--- config.mk ---
export PLATFORM = sky130hd
export DESIGN_NAME = serial_adder
export DESIGN_NICKNAME = d
export VERILOG_FILES = /design/src/rtl/serial_adder.sv
export SDC_FILE = /design/constraint.sdc
export NUM_CORES = 1
export LEC_CHECK = 0
export CAP_MARGIN = 20
export CORE_MARGIN = 2
export CORE_UTILIZATION = 45
export CTS_BUF_LIST = sky130_fd_sc_hd__clkbuf_4 sky130_fd_sc_hd__clkbuf_8
export DETAILED_ROUTE_END_ITERATION = 12
export PLACE_DENSITY = 0.76
export SYNTH_ARGS = -nofsm -noshare
export SYNTH_HDL_FRONTEND = slang
export SYNTH_SLANG_ARGS = --single-unit
--- constraint.sdc ---
create_clock -name clk -period 1.05 [get_ports clk]
set_input_delay 0.21 -clock clk [delete_from_list [all_inputs] [get_ports clk]]
set_output_delay 0.21 -clock clk [all_outputs]
set_load 0.02 [all_outputs]
--- src/rtl/serial_adder.sv ---
// Bit-serial adder: one full-adder bit per clock, LSB first, valid/ready on both sides.
// Optional signed-overflow output out_ovf when SERIAL_ADDER_OVF_EN is defined.

module fa (
    input  logic a,
    input  logic b,
    input  logic cin,
    output logic sum,
    output logic cout
);
    assign sum  = a ^ b ^ cin;
    assign cout = (a & b) | (cin & (a ^ b));
endmodule

module serial_adder #(
    parameter int WIDTH = 8
) (
    input  logic             clk,
    input  logic             rst,
    input  logic             in_valid,
    output logic             in_ready,
    input  logic [WIDTH-1:0] in_a,
    input  logic [WIDTH-1:0] in_b,
    input  logic             in_cin,
    output logic             out_valid,
    input  logic             out_ready,
    output logic [WIDTH-1:0] out_sum,
`ifdef SERIAL_ADDER_OVF_EN
    output logic             out_ovf,
`endif
    output logic             out_cout
);
    localparam int CW = (WIDTH > 1) ? $clog2(WIDTH) : 1;
    localparam logic [CW-1:0] LAST = CW'(WIDTH - 1);

    typedef enum logic [1:0] {S_IDLE, S_RUN, S_DONE} state_e;

    state_e           state_q, state_d;
    logic [WIDTH-1:0] a_q, b_q, sum_q, sum_d;
    logic             carry_q;
    logic [CW-1:0]    cnt_q;
    logic             fa_sum, fa_cout;

    fa u_fa (
        .a    (a_q[0]),
        .b    (b_q[0]),
        .cin  (carry_q),
        .sum  (fa_sum),
        .cout (fa_cout)
    );

    generate
        if (WIDTH == 1) begin : g_w1
            assign sum_d = fa_sum;
        end else begin : g_wn
            assign sum_d = {fa_sum, sum_q[WIDTH-1:1]};
        end
    endgenerate

    always_ff @(posedge clk) begin
        if (rst) state_q <= S_IDLE;
        else     state_q <= state_d;
    end

    always_comb begin
        state_d = state_q;
        case (state_q)
            S_IDLE: if (in_valid) state_d = S_RUN;
            S_RUN:  if (cnt_q == LAST) state_d = S_DONE;
            S_DONE: if (out_ready) state_d = S_IDLE;
            default: state_d = S_IDLE;
        endcase
    end

    always_comb begin
        in_ready  = 1'b0;
        out_valid = 1'b0;
        case (state_q)
            S_IDLE:  in_ready  = 1'b1;
            S_DONE:  out_valid = 1'b1;
            default: ;
        endcase
    end

    // Operand, sum and carry datapath; only moves while RUN or on load.
    always_ff @(posedge clk) begin
        if (rst) begin
            a_q     <= '0;
            b_q     <= '0;
            sum_q   <= '0;
            carry_q <= 1'b0;
            cnt_q   <= '0;
        end else begin
            case (state_q)
                S_IDLE: begin
                    if (in_valid) begin
                        a_q     <= in_a;
                        b_q     <= in_b;
                        carry_q <= in_cin;
                        cnt_q   <= '0;
                    end
                end
                S_RUN: begin
                    a_q     <= a_q >> 1;
                    b_q     <= b_q >> 1;
                    sum_q   <= sum_d;
                    carry_q <= fa_cout;
                    cnt_q   <= cnt_q + CW'(1);
                end
                default: ;
            endcase
        end
    end

    assign out_sum  = sum_q;
    assign out_cout = carry_q;

`ifdef SERIAL_ADDER_OVF_EN
    logic ovf_q;

    // In the last RUN cycle carry_q is the carry into the MSB.
    always_ff @(posedge clk) begin
        if (rst) begin
            ovf_q <= 1'b0;
        end else if (state_q == S_RUN && cnt_q == LAST) begin
            ovf_q <= carry_q ^ fa_cout;
        end
    end

    assign out_ovf = ovf_q;
`endif

endmodule

==> results by group <==
Timing
  • Setup-failing EPs final: 33
  • Slew margin rel.: 76.35%
  • Final Hold Vio Count: 0
  • Final worst slack: -0.1866 ns
  • Tightest Pin Transition: 0.3547 ns
  • Clock skew: 0.008098 ns
  • Fin. max-slew vios: 0
  • Fin crit share: 117.8%
  • Max Freq: 808.7 MHz
  • WHS: 0.4890 ns
  • Min Tclk post-route: 1.237 ns
  • RSZ-0062 raised after global routing: true

Synth
  • Most used DFF post-synth: dfxtp_1
  • Avg Cell Area, Syn: 9.574 um^2
  • YS warnings: 0
  • Largest family of logic cells by synthesized area: compound AO/OA/AOI/OAI gates
  • Sequential area share after synthesis: 46.47%
  • XOR/XNOR Fraction of Synth Area: 0%
  • Area share of and/or/nand/nor cells after synthesis: 10.16%
  • Post-synth top area share: 46.47%
  • Dominant cells by area after synthesis: dfxtp_1 46%, o221a_1 8.7%, a21oi_1 5.8%
  • Synth cell count leaders: 30 x dfxtp_1, 17 x inv_1, 16 x nand2_1
  • Yosys reg bits: 30
  • Top-count cell post-synth: dfxtp_1
  • Post-Syn Area: 0.001292 mm^2
  • Syn nets: 159
  • Adder-Cell Fraction of Synth Area: 3.485%
  • Synth Area in Compound Gates: 27.98%
  • Synth area leader: dfxtp_1
  • Synth cell types: 26
  • Mapped Cells: 135
  • Multiplexer share of the synthesized area: 1.549%
  • Post-synth EDFFs: 0
  • Async SR Flop Fraction: 0%

Setup path
  • Setup CP Type: reg2reg
  • Startpoint types: flip-flop
  • Critical Path RT: 1.28 ns
  • R2R Setup Slk: -0.19 ns
  • CP endpoint kind: flip-flop
  • Crit Path Max Fanout: 16
  • Arr. time, crit path: 1.47 ns

Drt
  • Drt first-iter violations: 41
  • DRC violation count after routing: 0
  • Router iterations before antenna repair: 4
  • Via count: 1216
  • Drt via density: 5.502
  • WL final: 3625 um
  • Post-route antenna net violation count: 0
  • Wire per inst: 16.40 um

Clock tree
  • Root Driver: clkbuf_4
  • H-tree levels: 2
  • Clock Sinks: 30
  • Inserted Clock Buffers: 5
  • Cts hold-fix bufs: 0
  • Clock Latency Late Sink: 0.34 ns
  • Reg clk slew, reported paths: 0.11 ns
  • CTS tree: built
  • CTS max path bufs: 2

Floorplanning
  • Die Ht: 57.59 um
  • I/O pin count: 32
  • Die W: 57.59 um
  • # rows: 19
  • Core area: 0.002734 mm^2
  • Die ar.: 0.003317 mm^2
  • Starting Density: 47.28%

GRT
  • Largest net degree at the start of global routing: 31
  • Vias in the first global route: 1154
  • GR Util All Layers: 22.18%
  • GR Overflow Total: 0
  • Initial antenna violation count: 0
  • First-pass GRT wire length: 5451 um

Worst hold path
  • Hold WC Path Type: reg2reg

Finish
  • Fin cells: 221
  • Layout Nets: 213
  • Share of cells above drive strength 1: 52.11%
  • FILL cells: 170
  • N_diodes: 0
  • Layout Area Growth over Synthesis: 59.83%

Pwr
  • Sw Ratio: 29.02%
  • Clk pwr share: 30.2%
  • Sw power: 736.5 uW
  • Share of power burned in registers: 49.6%
  • LEAKAGE: 0.8271 nW
  • Max VDD drop: 1.319 mV
  • Power Dens Cells: 1229 mW/mm^2
  • Gate power share: 20.2%
  • Internal: 1.801 mW

Placement
  • Pre-CTS setup slack: -0.5957 ns
  • Routability cong.: 0.7239
  • IO buf count: 31
  • DP Wirelength: 1889 um
  • Placed cell count: 205

Outcome
  • Failing checks: setup timing
  • Status: finished, violations left

Job
  • Max-capacitance violation count: 0
power groups by stage:
stage / logic [mW] / clock network (mW) / registers [mW]
5_1_grt: 0.547 / 0.816 / 1.27
3_3_place_gp: 0.398 / 0 / 1.27
3_5_place_dp: 0.408 / 0 / 1.28
2_1_floorplan: 0.232 / 0 / 1.28
6_report: 0.512 / 0.767 / 1.26
4_1_cts: 0.476 / 0.767 / 1.25
metrics by stage:
step	TNS, ns	utilization, %	area (um^2)	power (mW)
floorplan	-1.152	-	1313	1.512
global placement	-11.48	63.57	1738	1.672
detailed placement	-12.91	63.57	1738	1.685
CTS	-3.386	72.08	1971	2.497
global route	-5.461	75.56	2066	2.629
finish	-4.211	75.56	2066	2.538
kinds of logic (layout without fill, tap and decap cells):
| family | after synthesis | in the layout |
|---|---|---|
| mux | 2 | 2 |
| flops | 30 | 30 |
| buf+inv | 26 | 81 |
| compound gates | 44 | 44 |
| fa+ha+maj | 3 | 3 |
| simple gates | 30 | 30 |
worst max-delay path, cell delays in order, from the launching register on:
cell and delay, ns:
dfxtp_4 0.41, buf_6 0.13, nor2b_4 0.20, buf_12 0.18, a21oi_2 0.07, o221a_1 0.13
sequential cells by signal, indices dropped and copies added, names as in the netlist:
name,flops
a_q,8
b_q,8
cnt_q,3
out_cout,1
out_sum,8
state_q,2
final timing paths:
path	startpoint	to	depth (start not counted)
max	state_q[0]$_SDFFE_PP0P_	a_q[0]$_SDFFE_PP0P_	5
min	out_sum[0]$_SDFFE_PP0N_	out_sum[0]$_SDFFE_PP0N_	2
max reg2reg	state_q[0]$_SDFFE_PP0P_	a_q[0]$_SDFFE_PP0P_	5
min reg2reg	out_sum[0]$_SDFFE_PP0N_	out_sum[0]$_SDFFE_PP0N_	2
routing by layer:
| metal | share of wire (%) | up-vias | GRT usage [%] |
|---|---|---|---|
| met1 | 41 | 592 | 26.74 |
| met4 | 0.97 | 0 | 4.983 |
| met5 | 0 | - | 0 |
| met2 | 52 | 38 | 37.34 |
| li1 | - | 581 | - |
| met3 | 5.3 | 5 | 8.617 |
layout make-up:
cell class	count	area, um^2	share of cell area, %
multi-input cells	79	715.7	34.65
flip-flops and latches	30	624.3	30.22
inverters	17	63.81	3.089
repair buffers	56	559.3	27.07
clock inverters	2	12.51	0.6057
clock buffers	6	51.30	2.483
well taps	31	38.79	1.878
cells in the final DEF, fill, tap and decap left out, types with 5 or more instances in the layout:
cell type         n
dfxtp_2          10
nor2_1            6
o221a_1          10
dfxtp_1          17
buf_6            14
a21oi_1           5
clkdlybuf4s50_1  19
inv_1            17
o221a_2           5
clkbuf_4          5
a21oi_2          18
buf_4            19
nand2_1          11
timing repair:
action / in CTS / in global routing
endpoints found under the setup margin: 41 / 41
pin swaps: 10 / 11
gates cloned: 1 / 0
gates resized for setup: 92 / 26
buffers inserted: 6 / 2
Power figures use the tool's default switching activity.
